### src/rtl/functdec_pkg.sv
// Shared types for the registered function decoder: ALU/byte-access/load-extension
// encodings and the decoded beat carried through the skid buffer.
package functdec_pkg;

    // Widest sideband the decoded struct can carry; narrower tags are zero-extended.
    localparam int TAG_W_MAX = 16;

    typedef enum logic [4:0] {
        ALU_ADD    = 5'b00000,
        ALU_SUB    = 5'b00001,
        ALU_AND    = 5'b00010,
        ALU_OR     = 5'b00011,
        ALU_XOR    = 5'b00100,
        ALU_SLT    = 5'b00101,
        ALU_SLTU   = 5'b00110,
        ALU_SLL    = 5'b00111,
        ALU_SRL    = 5'b01000,
        ALU_SRA    = 5'b01001,
        ALU_BEQ    = 5'b01010,
        ALU_BNE    = 5'b01011,
        ALU_BGE    = 5'b01100,
        ALU_BGEU   = 5'b01101,
        ALU_MUL    = 5'b10000,
        ALU_MULH   = 5'b10001,
        ALU_MULHSU = 5'b10010,
        ALU_MULHU  = 5'b10011,
        ALU_DIV    = 5'b10100,
        ALU_DIVU   = 5'b10101,
        ALU_REM    = 5'b10110,
        ALU_REMU   = 5'b10111
    } alu_ctrl_e;

    typedef enum logic [1:0] {
        BACC_WORD  = 2'b00,
        BACC_BYTE  = 2'b01,
        BACC_HALF  = 2'b10,
        BACC_DWORD = 2'b11
    } byte_access_e;

    typedef enum logic [2:0] {
        BSRC_LBU = 3'b000,
        BSRC_LHU = 3'b001,
        BSRC_LB  = 3'b010,
        BSRC_LH  = 3'b011,
        BSRC_LW  = 3'b100,
        BSRC_LWU = 3'b101,
        BSRC_LD  = 3'b110
    } byte_src_e;

    typedef enum logic [1:0] {
        DEC_MEM    = 2'b00,
        DEC_BRANCH = 2'b01,
        DEC_PASS   = 2'b10,
        DEC_ALU    = 2'b11
    } decop_e;

    typedef struct packed {
        alu_ctrl_e              alu;
        byte_access_e           bacc;
        byte_src_e              bsrc;
        logic                   wordop;
        logic                   illegal;
        logic [TAG_W_MAX-1:0]   tag;
    } decoded_t;

endpackage

### src/rtl/functdec_core.sv
// Pure combinational function decode into decoded_t. Illegal encodings zero every
// field except illegal/tag. M-extension decode is enabled by FUNCTDEC_MEXT_EN.
module functdec_core
    import functdec_pkg::*;
#(
    parameter int XLEN = 32
) (
    input  logic [1:0]           decop,
    input  logic                 op5,
    input  logic                 opw,
    input  logic [2:0]           funct3,
    input  logic                 funct7b5,
    input  logic                 funct7b0,
    input  logic [TAG_W_MAX-1:0] tag,
    output decoded_t             dec
);

    localparam bit IS64 = (XLEN == 64);

    always_comb begin
        dec     = '0;
        dec.tag = tag;
        case (decop_e'(decop))
            DEC_MEM: begin
                dec.alu = ALU_ADD;
                case (funct3)
                    3'b000:  begin dec.bacc = BACC_BYTE; dec.bsrc = BSRC_LB;  end
                    3'b001:  begin dec.bacc = BACC_HALF; dec.bsrc = BSRC_LH;  end
                    3'b010:  begin dec.bacc = BACC_WORD; dec.bsrc = BSRC_LW;  end
                    3'b100:  begin dec.bacc = BACC_BYTE; dec.bsrc = BSRC_LBU; end
                    3'b101:  begin dec.bacc = BACC_HALF; dec.bsrc = BSRC_LHU; end
                    3'b011:  begin
                        if (IS64) begin dec.bacc = BACC_DWORD; dec.bsrc = BSRC_LD; end
                        else dec.illegal = 1'b1;
                    end
                    3'b110:  begin
                        if (IS64) begin dec.bacc = BACC_WORD; dec.bsrc = BSRC_LWU; end
                        else dec.illegal = 1'b1;
                    end
                    default: dec.illegal = 1'b1;
                endcase
            end
            DEC_BRANCH: begin
                case (funct3)
                    3'b000:  dec.alu = ALU_BEQ;
                    3'b001:  dec.alu = ALU_BNE;
                    3'b100:  dec.alu = ALU_SLT;
                    3'b101:  dec.alu = ALU_BGE;
                    3'b110:  dec.alu = ALU_SLTU;
                    3'b111:  dec.alu = ALU_BGEU;
                    default: dec.illegal = 1'b1;
                endcase
            end
            DEC_PASS: dec.alu = ALU_ADD;
            default: begin
                if (op5 && funct7b0) begin
`ifdef FUNCTDEC_MEXT_EN
                    dec.alu = alu_ctrl_e'({2'b10, funct3});
                    // Only mulw/divw/divuw/remw/remuw exist in the W space.
                    if (opw && (!IS64 || funct3 inside {3'b001, 3'b010, 3'b011}))
                        dec.illegal = 1'b1;
                    else
                        dec.wordop = opw;
`else
                    dec.illegal = 1'b1;
`endif
                end else begin
                    case (funct3)
                        3'b000:  dec.alu = (op5 && funct7b5) ? ALU_SUB : ALU_ADD;
                        3'b001:  dec.alu = ALU_SLL;
                        3'b010:  dec.alu = ALU_SLT;
                        3'b011:  dec.alu = ALU_SLTU;
                        3'b100:  dec.alu = ALU_XOR;
                        3'b101:  dec.alu = funct7b5 ? ALU_SRA : ALU_SRL;
                        3'b110:  dec.alu = ALU_OR;
                        default: dec.alu = ALU_AND;
                    endcase
                    if (opw) begin
                        if (!IS64 || !(funct3 inside {3'b000, 3'b001, 3'b101}))
                            dec.illegal = 1'b1;
                        else
                            dec.wordop = 1'b1;
                    end
                end
            end
        endcase

        if (dec.illegal) begin
            dec.alu    = ALU_ADD;
            dec.bacc   = BACC_WORD;
            dec.bsrc   = BSRC_LBU;
            dec.wordop = 1'b0;
        end
    end

endmodule

### src/rtl/functdec_pipe.sv
// Registered, handshaked function decoder with a 2-entry skid buffer and flush.
// Define FUNCTDEC_MEXT_EN to decode M-extension operations.
module functdec_pipe
    import functdec_pkg::*;
#(
    parameter int XLEN   = 32,
    parameter int TAG_W  = 5,
    parameter int ALUC_W = 5
) (
    input  logic              clk,
    input  logic              rst_n,
    input  logic              flush,
    input  logic              in_valid,
    output logic              in_ready,
    input  logic [1:0]        DecOp,
    input  logic              op5,
    input  logic              opW,
    input  logic [2:0]        funct3,
    input  logic              funct7b5,
    input  logic              funct7b0,
    input  logic [TAG_W-1:0]  in_tag,
    output logic              out_valid,
    input  logic              out_ready,
    output logic [ALUC_W-1:0] ALUControl,
    output logic [1:0]        ByteAccess,
    output logic [2:0]        ByteSrc,
    output logic              WordOp,
    output logic              Illegal,
    output logic [TAG_W-1:0]  out_tag
);

    decoded_t dec;
    decoded_t main_reg, main_next;
    decoded_t skid_reg, skid_next;
    logic     main_valid_reg, main_valid_next;
    logic     skid_valid_reg, skid_valid_next;
    logic     accept, drain;
    logic     unused_tag_bits;

    functdec_core #(.XLEN(XLEN)) u_core (
        .decop    (DecOp),
        .op5      (op5),
        .opw      (opW),
        .funct3   (funct3),
        .funct7b5 (funct7b5),
        .funct7b0 (funct7b0),
        .tag      (TAG_W_MAX'(in_tag)),
        .dec      (dec)
    );

    assign accept = in_valid && !skid_valid_reg && !flush;
    assign drain  = main_valid_reg && out_ready;

    always_comb begin
        main_next       = main_reg;
        skid_next       = skid_reg;
        main_valid_next = main_valid_reg;
        skid_valid_next = skid_valid_reg;
        if (flush) begin
            main_valid_next = 1'b0;
            skid_valid_next = 1'b0;
        end else if (skid_valid_reg) begin
            if (drain) begin
                main_next       = skid_reg;
                skid_valid_next = 1'b0;
            end
        end else if (main_valid_reg && !drain) begin
            // Output stalled: park the new beat in the skid entry.
            if (accept) begin
                skid_next       = dec;
                skid_valid_next = 1'b1;
            end
        end else begin
            main_valid_next = accept;
            if (accept) main_next = dec;
        end
    end

    always_ff @(posedge clk or negedge rst_n) begin
        if (!rst_n) begin
            main_reg       <= '0;
            skid_reg       <= '0;
            main_valid_reg <= 1'b0;
            skid_valid_reg <= 1'b0;
        end else begin
            main_reg       <= main_next;
            skid_reg       <= skid_next;
            main_valid_reg <= main_valid_next;
            skid_valid_reg <= skid_valid_next;
        end
    end

    assign in_ready        = !skid_valid_reg;
    assign out_valid       = main_valid_reg;
    assign ALUControl      = ALUC_W'(main_reg.alu);
    assign ByteAccess      = main_reg.bacc;
    assign ByteSrc         = main_reg.bsrc;
    assign WordOp          = main_reg.wordop;
    assign Illegal         = main_reg.illegal;
    assign out_tag         = main_reg.tag[TAG_W-1:0];
    assign unused_tag_bits = ^main_reg.tag;

endmodule

### config.mk
export PLATFORM = sky130hd
export DESIGN_NAME = functdec_pipe
export DESIGN_NICKNAME = d
export VERILOG_FILES = /design/src/rtl/functdec_pkg.sv /design/src/rtl/functdec_core.sv /design/src/rtl/functdec_pipe.sv
export SDC_FILE = /design/constraint.sdc
export NUM_CORES = 1
export LEC_CHECK = 0
export BUFFER_PORTS_ARGS = -buffer_cell sky130_fd_sc_hd__clkbuf_2
export CELL_PAD_IN_SITES_DETAIL_PLACEMENT = 0
export CELL_PAD_IN_SITES_GLOBAL_PLACEMENT = 2
export CORE_MARGIN = 3
export CORE_UTILIZATION = 33
export CTS_BUF_LIST = sky130_fd_sc_hd__clkbuf_16
export DETAILED_ROUTE_END_ITERATION = 8
export HOLD_SLACK_MARGIN = 0.02
export PLACE_DENSITY_LB_ADDON = 0.1
export SYNTH_ARGS = -nofsm -noshare
export SYNTH_HDL_FRONTEND = slang
export SYNTH_SLANG_ARGS = --single-unit
### constraint.sdc
create_clock -name clk -period 4.7 [get_ports clk]
set_clock_uncertainty 0.1 [all_clocks]
set_input_delay 0.235 -clock clk [delete_from_list [all_inputs] [get_ports clk]]
set_output_delay 0.235 -clock clk [all_outputs]
set_load 0.01 [all_outputs]
## Word level (Yosys, flattened, before mapping)

Cells that the tools add are included.

- Register bits after elaboration: 36
- Input bits: 19
- Logic and storage cells: 76

- Eq/ne operators: 13
- Mux-type cells: 28
- Bitwise operators: 2
- Reductions and logical operators: 19

Operators by type and width:

| cell | number |
|---|---|
| 2-to-1 mux 28 bit | 4 |
| case mux 5 bit (7 select lines) | 1 |
| case mux 5 bit (5 select lines) | 1 |
| case mux 4 bit (6 select lines) | 1 |
| 2-to-1 mux 1 bit | 16 |
| equality test 3 bit (second input constant) | 4 |
| 2-to-1 mux 11 bit | 1 |
| 2-to-1 mux 5 bit | 2 |
| case mux 5 bit (2 select lines) | 1 |
| AND reduction 4 bit | 2 |
| equality test 3 x 2 -> 1 bit (second input constant) | 2 |
| logical AND 1 bit | 6 |
| inequality test 2 bit (second input constant) | 3 |
| OR reduction 6 bit | 1 |
| OR reduction 5 bit | 1 |
| equality test 3 x 1 -> 1 bit (second input constant) | 1 |
| logical NOT 1 bit | 3 |
| logical NOT 3 bit | 1 |
| case mux 1 bit (3 select lines) | 1 |
| OR reduction 3 bit | 1 |
| equality test 2 x 1 -> 1 bit (second input constant) | 1 |
| equality test 2 bit (second input constant) | 1 |
| logical NOT 2 bit | 1 |
| inequality test 2 x 1 -> 1 bit (second input constant) | 1 |
| other kinds (4) | 5 |

## Depth between registers and ports, before layout

Gate-level depths: netlist of the first run.

- Depth in word-level cells: 9
- Gate-level depth with buffers: 8
- Depth with buffers taken out: 5

## Modules after synthesis

From an unflattened synthesis of the first run, not the netlist that was laid out.

- Cell total of the unflattened synthesis: 163
- Area total of the unflattened synthesis: 2,029.4 um^2

Modules (own cells, without submodules):

| module | instances | cells each | area an instance (um^2) | sequential area each (um^2) |
|---|---|---|---|---|
| functdec_pipe | 1 | 102 | 1,606.5 | 900.9 |
| functdec_core | 1 | 61 | 422.9 | 0.0 |

## Least setup slack after synthesis of the first run

Ideal clock, no wire load.

- Path kind: register to register
- Start: register skid_valid_reg
- End: register skid_reg[1] (netlist bit)
- Library setup time: 0.125 ns
- Arrival time: 1.631 ns
- Data required time: 4.475 ns
- Setup slack: 2.844 ns
- Cell stages (with the launch flop): 8
- Buffers on the path: 3
- Period minus slack after synthesis: 1.856 ns
- Cells stage by stage: dfrtp_1 -> buf_6 -> clkinv_4 -> nand2_4 -> or4b_4 -> buf_6 -> buf_6 -> mux2_4

- Cells in the longest elaborated chain, start to end: 4
- Elaborated cells on any way between the ends: 5
- Classes of those cells: 1 x bitwise; 4 x reduce/logical

RTL lines:

| item | RTL line | text |
|---|---|---|
| start, declared | functdec_pipe.sv:36 | `logic skid_valid_reg, skid_valid_next;` |
| start signal, assigned | functdec_pipe.sv:89 | `skid_valid_reg <= skid_valid_next;` |
| logical NOT 1 bit | - |  |
| via in_ready | functdec_pipe.sv:14 | `output logic in_ready,` |
| logical AND 1 bit (2 in series) | functdec_pipe.sv:51 | `assign accept = in_valid && !skid_valid_reg && !flush;` |
| AND reduction 4 bit (no source line) | - |  |
| end signal, assigned | functdec_pipe.sv:87 | `skid_reg <= skid_next;` |
| end, declared | functdec_pipe.sv:34 | `decoded_t skid_reg, skid_next;` |

The timed path passes the listed nets, and every way through them passes these cells.
A chain may end at the register's enable or synchronous reset.

## Worst setup path in the final report of the first run

- Start: register skid_valid_reg
- End: register main_reg, in the netlist ALUControl[1]

- Cells in the longest elaborated chain, start to end: 5
- Elaborated cells on any way between the ends: 8
- Classes of those cells: 2 x eq/ne; 1 x mux; 5 x reduce/logical

RTL lines:

| item | RTL line | text |
|---|---|---|
| logical NOT 1 bit | functdec_pipe.sv:51 |  |
| logical AND 1 bit (2 in series) | functdec_pipe.sv:51 |  |
| nonzero test 2 bit (no source line) | - |  |
| AND reduction 4 bit (no source line) | - |  |
| end signal, assigned | functdec_pipe.sv:86 | `main_reg <= main_next;` |
| end, declared | functdec_pipe.sv:33 | `decoded_t main_reg, main_next;` |

Parallel ways exist; a longest one is shown, timed or not.

==> results of run 1 <==
per-stage QoR:
stage / util / setup slack, ns
finish: 0.421 / 2.35
global route: 0.421 / 2.16
CTS: 0.421 / 2.30
detailed placement: 0.388 / 2.31
global placement: 0.388 / 2.39
floorplan: - / 2.84
critical path, stage by stage (launching register included):
cell	delay (ns)
dfrtp_1	0.96
nand2_1	0.14
a221oi_2	0.43
buf_4	0.33
o211ai_1	0.12
o21a_1	0.14
synthesized netlist by cell type, drive strengths merged, types with 3 or more instances:
master / n
dfrtp: 30
nand2: 20
nor2: 14
a21oi: 13
buf: 11
o21ai: 10
mux2: 7
clkbuf: 6
mux2i: 6
a31oi: 3
nor2b: 3
nor3: 3
o31ai: 3
cells by family after synthesis:
logic type	Yosys count	synth area share
buffers and inverters	20	0.0751
AND/OR/NAND/NOR	54	0.170
AO/OA/AOI/OAI	44	0.188
flip-flops	30	0.469
other	1	0.00234
multiplexers	13	0.0962
power by group through the flow:
stage	Sequential [mW]	Clock, mW	Combinational (mW)
after floorplan	0.344	0	0.0884
after global placement	0.338	0	0.145
after detailed placement	0.340	0	0.148
after CTS	0.336	0.301	0.149
after global routing	0.341	0.314	0.164
final	0.335	0.289	0.146
routing by layer:
layer	GRT usage	vias to the layer above	share of wire
met5	0	-	0
met4	0.0466	0	0.0080
met3	0.0317	2	0.042
met2	0.200	31	0.48
met1	0.172	577	0.47
li1	-	627	-
area by class of cell:
cell class	instances	area [sq um]
Tap cell	52	65.1
Clock buffer	5	125
Clock inverter	3	11.3
Timing Repair Buffer	37	193
Sequential cell	30	751
Inverter	3	16.3
Fill cell	452	2610
Multi-Input combinational cell	113	733
cell usage in the layout, fill, tap and decap left out, types with 3 or more instances in the layout:
master      n
clkbuf_16   5
a21oi_1    13
nor2_1     14
o21ai_0    10
nor3_1      3
mux2i_1     6
a31oi_1     3
clkbuf_2   35
mux2_4      4
nand2_1    19
nor2b_1     3
clkinv_1    3
dfrtp_1    30
o31ai_1     3
mux2_2      3
worst max-delay path by stage:
stage | from | to | slack [ns]
3_3_place_gp | skid_valid_reg | ALUControl[2] | 2.39
3_5_place_dp | skid_valid_reg | ALUControl[1] | 2.31
4_1_cts | skid_valid_reg | ALUControl[1] | 2.30
2_1_floorplan | skid_valid_reg | skid_reg[1] | 2.84
6_report | skid_valid_reg | ALUControl[1] | 2.35
5_1_grt | skid_valid_reg | ALUControl[1] | 2.16
what timing repair did:
action	CTS	global route
hold endpoints to repair	30	0
gates resized for setup	0	0
hold buffers	1	0
==> metrics.cfg, run 1 <==
[run_status]
status = complete, no violations

[routing]
route.detailed.wl_per_inst_microns = 13.9
wl_mm = 3.37
vias = 1237
dr.pass1.iters = 4
drc = 0
drt_iter0_markers = 67
viasPerCell = 5.09
postRouteAntennaNets = 0

[hold_path]
holdPathStages = 2
min_from = out_ready
min_path_type = in -> reg
holdPathEnd = skid_valid_reg

[placed_design]
numPortBuffers = 35
dp_hpwl_mm = 2.37
gp_congestion = 0.776
placed_area_sq_mm = 0.00175
place_inst = 234

[timing]
fin_crit_sh = 0.499
worstMarginPinSlew_ns = 0.951
finalHoldViolations = 0
rsz0062_at_grt = false
tns_ns = 0
fin_crit_ns = 2.35
finalSetupViolCount = 0
hold_ws_ns = 0.0804
maxSlewHeadroom = 0.366
fmax_mhz = 426
slew_viol_final = 0

[yosys]
ys_seq_area_frac = 0.469
synth_area_sq_mm = 0.00160
synth_edf_count = 0
synth_area_leaders = dfrtp_1, nand2_1, a21oi_1
yosysUniqueCellTypes = 43
synth_top_cell_area_share = 0.469
async_reset_ff_frac = 1.00
postSynthAreaPerCell_sq_um = 9.88
yosys_warnings = 0
synth_flop_cell = dfrtp_1
synth_seq_cells = 30
syn_inst = 162
synth_top_area_cell = dfrtp_1

[die]
ios = 38
die_x_microns = 75.6
core_sq_mm = 0.00450
start_util = 0.355
die-area_sq_mm = 0.00572
die_y_microns = 75.6
num_rows = 24

[power_and_ir_drop]
power_switching_share = 0.265
power_density_mw_per_mm2 = 406
power.switching_mw = 0.204
p_leak_nw = 0.866
irDropWorstVdd_v = 0.000132
intPower_mw = 0.566
p_comb_frac = 0.189
p_clk_frac = 0.376
seqPwrFrac = 0.435
finalPower_mw = 0.770

[clocking]
cts_buffers = 5
cts_tree = built
cts_root_buf = clkbuf_16
htreeDepth = 2
path_clk_slew_ns = 0.05
clock_path_buffers = 2
post-cts-setup-buffers = 0
clock-sinks = 30
insertion_delay_ns = 0.27

[worst_setup_path]
worstPathMaxFanout = 25
r2r_slack_ns = 2.35
r2r-start = skid_valid_reg
critPathKind = reg -> reg
start_kind = flip-flop
r2r_cells = 5
worstPathRequired_ns = 4.76
end_kind = flip-flop
worstPathArrival_ns = 2.40
r2r-end = ALUControl[1]

[final_layout]
diodes = 0
fin_cells = 243
largest_reg_flops = 14
fin_area_sq_mm = 0.00189
layout-drive-gt1-share = 0.288
syn_to_final_growth_pct = 18.4
layout.nets = 209

[grt]
grt-ovfl-total = 0
grt_use_total = 0.128
antenna_found_initial = 0
grt_pass1_vias = 1131
grt_pass1_wl_mm = 5.49
grt_max_degree = 31

[run]
maxCapViolCount = 0

No activity file was read; power rests on OpenSTA's default activity.
==> inputs of run 2 (changes only) <==
--- a/config.mk
+++ b/config.mk
@@ -9,7 +9,7 @@
 export CELL_PAD_IN_SITES_DETAIL_PLACEMENT = 0
 export CELL_PAD_IN_SITES_GLOBAL_PLACEMENT = 2
 export CORE_MARGIN = 3
-export CORE_UTILIZATION = 33
+export CORE_UTILIZATION = 29
 export CTS_BUF_LIST = sky130_fd_sc_hd__clkbuf_16
 export DETAILED_ROUTE_END_ITERATION = 8
 export HOLD_SLACK_MARGIN = 0.02
==> constraint.sdc (replaced) <==
create_clock -name clk -period 2.15 [get_ports clk]
set_clock_uncertainty 0.1 [all_clocks]
set_input_delay 0.1075 -clock clk [delete_from_list [all_inputs] [get_ports clk]]
set_output_delay 0.1075 -clock clk [all_outputs]
set_load 0.01 [all_outputs]
==> metrics.cfg, run 2 (same netlist as run 1, synthesis figures left out) <==
[run_status]
status = complete, no violations

[timing]
rsz0062_at_grt = false
fin_crit_ns = 1.80
maxSlewHeadroom = 0.489
slew_viol_final = 0
fin_crit_sh = 0.839
finalHoldViolations = 0
worstMarginPinSlew_ns = 0.766
finalSetupViolCount = 0
tns_ns = 0
fmax_mhz = 555

[worst_setup_path]
critPathKind = reg -> reg
start_kind = flip-flop
end_kind = flip-flop
path_delay_family = buffers and inverters
cp_cell_sequence = buf_4 -> nand2_1 -> a221oi_2 -> buf_4 -> mux2_2
worstPathArrival_ns = 1.86
worstPathRequired_ns = 2.21
cpMostUsedCell = buf_4
cp_num_buf_inv = 2
worstPathMaxFanout = 24
crit_cells = 5
r2r_cells = 5
crit_slowest_cell = dfrtp_1
critPathMaxStageDelay_ns = 0.39

[die]
die_y_microns = 80.3
die_x_microns = 80.3
ios = 38
die-area_sq_mm = 0.00645
start_util = 0.306
core_sq_mm = 0.00524
num_rows = 26

[clocking]
insertion_delay_ns = 0.27
clock-sinks = 30
cts_tree = built
cts_buffers = 5
cts_root_buf = clkbuf_16
htreeDepth = 2
clock_path_buffers = 2
path_clk_slew_ns = 0.05

[placed_design]
dp_hpwl_mm = 2.58
numPortBuffers = 35
gp_congestion = 0.780

[routing]
dr.pass1.iters = 4
route.detailed.wl_per_inst_microns = 13.4
vias = 1325
postRouteAntennaNets = 0
viasPerCell = 4.87
wl_mm = 3.64
drc = 0
drt_iter0_markers = 57

[run]
maxCapViolCount = 0

[grt]
grt_pass1_vias = 1287
grt_max_degree = 31
grt_use_total = 0.127
grt_pass1_wl_mm = 6.22
grt-ovfl-total = 0
antenna_found_initial = 0

[final_layout]
layout_commonest_cell = clkbuf_2
layout-drive-gt1-share = 0.292
diodes = 0
layout.nets = 220
final_cell_mix = clkbuf_2, dfrtp_1, nand2_1
syn_to_final_growth_pct = 26.3
largest_reg_flops = 14
fin_util = 0.386

[hold_path]
min_path_type = in -> reg
holdPathStages = 3

[power_and_ir_drop]
irDropWorstVdd_v = 0.000413
p_leak_nw = 0.923
power_density_mw_per_mm2 = 848

-- run 2: stage by stage --
step | cells | total power, mW | area (sq um) | hold WS, ns | setup WS (ns)
6_report | 272 | 1.71 | 2020 | 0.0284 | 0.347
5_1_grt | 272 | 1.82 | 2020 | 0.0375 | 0.206
4_1_cts | 272 | 1.75 | 2020 | 0.0211 | 0.312
3_5_place_dp | 255 | 1.08 | 1790 | 0.126 | 0.327
3_3_place_gp | 255 | 1.06 | 1790 | 0.108 | 0.350
2_1_floorplan | 163 | 0.944 | 1600 | -0.288 | 0.294
-- run 2: layer usage --
| metal | up-vias | share of wire | GRT usage |
|---|---|---|---|
| li1 | 653 | - | - |
| met1 | 637 | 0.45 | 0.159 |
| met2 | 29 | 0.48 | 0.202 |
| met3 | 6 | 0.040 | 0.0370 |
| met4 | 0 | 0.022 | 0.0557 |
| met5 | - | 0 | 0 |
-- run 2: final timing paths --
check                      slack, ns            end            from
min reg2reg                     0.39   skid_reg[21]    skid_reg[21]
max in group asynchronous       1.11    skid_reg[2]           rst_n
max                             0.35        Illegal  skid_valid_reg
min                             0.03      out_valid        in_valid
max reg2reg                     0.35        Illegal  skid_valid_reg
min in group asynchronous       0.35  ALUControl[0]           rst_n
-- run 2: area by class of cell --
class                           count  area (sq um)
Sequential cell                    30           751
Fill cell                         543          3220
Timing Repair Buffer               48           295
Clock inverter                      3          12.5
Multi-Input combinational cell    113           733
Clock buffer                        5           125
Inverter                            3          16.3
Tap cell                           70          87.6
-- run 2: timing repair --
item / CTS / global route
endpoints found under the hold margin: 37 / 0
setup buffers: 0 / 0
hold buffers: 9 / 0
resized for setup: 0 / 0
-- run 2: power by group --
part,internal (mW),switching [mW]
combinational,0.168,0.175
sequential,0.669,0.0577
clock,0.417,0.228
total,1.25,0.460
-- run 2: worst reg2reg max path: cells and delay by family (launching register included) --
kind	cells	cell delay (ns)
buffers and inverters	2	0.50
DFF	1	0.39
muxes	1	0.33
AOI/OAI and AO/OA	1	0.26
and+or+nand+nor	1	0.11
==> inputs of run 3 (changes only) <==
--- a/config.mk
+++ b/config.mk
@@ -9,7 +9,7 @@
 export CELL_PAD_IN_SITES_DETAIL_PLACEMENT = 0
 export CELL_PAD_IN_SITES_GLOBAL_PLACEMENT = 2
 export CORE_MARGIN = 3
-export CORE_UTILIZATION = 29
+export CORE_UTILIZATION = 32
 export CTS_BUF_LIST = sky130_fd_sc_hd__clkbuf_16
 export DETAILED_ROUTE_END_ITERATION = 8
 export HOLD_SLACK_MARGIN = 0.02
==> constraint.sdc (replaced) <==
create_clock -name clk -period 1.72 [get_ports clk]
set_clock_uncertainty 0.1 [all_clocks]
set_input_delay 0.086 -clock clk [delete_from_list [all_inputs] [get_ports clk]]
set_output_delay 0.086 -clock clk [all_outputs]
set_load 0.01 [all_outputs]
==> metrics.cfg, run 3 (same netlist as run 1, synthesis figures left out) <==
[run_status]
status = complete, no violations

[clocking]
cts_buffers = 5
clock-sinks = 30
clock_path_buffers = 2
insertion_delay_ns = 0.27
path_clk_slew_ns = 0.05
cts_root_buf = clkbuf_16
cts_tree = built
htreeDepth = 2

[hold_path]
min_path_type = in -> reg
holdPathStages = 3
min_from = funct3[1]
holdPathEnd = skid_reg[20]

[die]
num_rows = 25
die_x_microns = 76.7
ios = 38
core_sq_mm = 0.00479
die-area_sq_mm = 0.00589
die_y_microns = 76.7
start_util = 0.334

[final_layout]
fin_area_sq_mm = 0.00215
fillCellCount = 472
fin_util = 0.449
diodes = 0
layout-drive-gt1-share = 0.338
final_cell_mix = clkbuf_2, dfrtp_1, nand2_1
layout.area.seq_sq_um = 752
multi_input_area_sq_um = 772
fin_cells = 280
largest_reg_flops = 14
layout.nets = 231
syn_to_final_growth_pct = 34.2
layout_commonest_cell = clkbuf_2

[placed_design]
place_inst = 259
gp_congestion = 0.776
dp_hpwl_mm = 2.62
placed_area_sq_mm = 0.00187
numPortBuffers = 35
dp_slack_ns = -0.0120

[grt]
grt_use_total = 0.139
grt_pass1_wl_mm = 6.53
grt_max_degree = 31
grt-ovfl-total = 0
grt_pass1_vias = 1296
antenna_found_initial = 0

[timing]
fin_crit_sh = 0.991
layout_setup_ws_ns = 0.0154
hold_ws_ns = 0.111
worstMarginPinSlew_ns = 0.756
fmax_mhz = 587
slew_viol_final = 0
finalHoldViolations = 0
maxSlewHeadroom = 0.496
fin_crit_ns = 1.70
tns_ns = 0
finalSetupViolCount = 0

[power_and_ir_drop]
power_density_mw_per_mm2 = 1020
p_leak_nw = 0.980
finalPower_mw = 2.19
irDropWorstVdd_v = 0.000398

[routing]
drc = 0
drt_iter0_markers = 55
vias = 1338
dr.pass1.iters = 4
postRouteAntennaNets = 0
maxUsedRoutingLayer = met4
wl_mm = 3.79
met2_length_mm = 1.81
wl_met1_mm = 1.78
wl_met3_microns = 134
route.detailed.wl_per_inst_microns = 13.5
viasPerCell = 4.78

[worst_setup_path]
worstPathMaxFanout = 6
worstPathArrival_ns = 1.76
critPathKind = in -> reg
r2r-end = skid_reg[1]
r2r_slack_ns = 0.03
end_kind = flip-flop
r2r_cells = 4
r2r-start = skid_valid_reg
worstPathRequired_ns = 1.77
start_kind = input port

[run]
maxCapViolCount = 0

[run 3: changes by cell type in the layout (fill, tap and decap cells not counted), sizes merged]
cell         previous run  this run
dlygate4sd3             9         8
or4b                    1         3
buf                     4        14
[run 3: critical path, cell delays in order]
cell and delay (ns):
dlygate4sd3_1 0.54, clkbuf_2 0.19, or4b_4 0.62, mux2_4 0.32
[run 3: timing repair]
action | in CTS | in global routing
gates cloned | 2 | 1
pin swaps | 1 | 2
endpoints found under the setup margin | 4 | 13
hold buffers | 8 | 0
hold endpoints to repair | 37 | 0
resized for setup | 3 | 2
setup buffers | 0 | 2
[run 3: final cells by class]
| class | instances | area share |
|---|---|---|
| multi-input cells | 115 | 0.359 |
| clock buffers | 5 | 0.0582 |
| inverters | 3 | 0.00757 |
| clock inverters | 3 | 0.00582 |
| repair buffers | 57 | 0.180 |
| well taps | 67 | 0.0390 |
| flip-flops and latches | 30 | 0.350 |
[run 3: power by group]
| group | switching, mW | internal [mW] | total (mW) |
|---|---|---|---|
| Combinational | 0.230 | 0.239 | 0.469 |
| Sequential | 0.0712 | 0.836 | 0.907 |
| Clock | 0.290 | 0.521 | 0.811 |
| Total | 0.591 | 1.60 | 2.19 |
[run 3: layer usage]
| metal | track usage | vias up |
|---|---|---|
| met3 | 0.0282 | 7 |
| met4 | 0.0598 | 0 |
| met1 | 0.189 | 630 |
| met5 | 0 | - |
| li1 | - | 676 |
| met2 | 0.213 | 25 |
[run 3: worst max-delay path by stage]
stage          depth (start not counted)     endpoint           start
6_report                               4  skid_reg[1]           flush
5_1_grt                                4  skid_reg[3]  skid_valid_reg
4_1_cts                                4  skid_reg[2]           flush
3_5_place_dp                           4  skid_reg[2]  skid_valid_reg
3_3_place_gp                           4  skid_reg[2]  skid_valid_reg
2_1_floorplan                          7  skid_reg[1]  skid_valid_reg
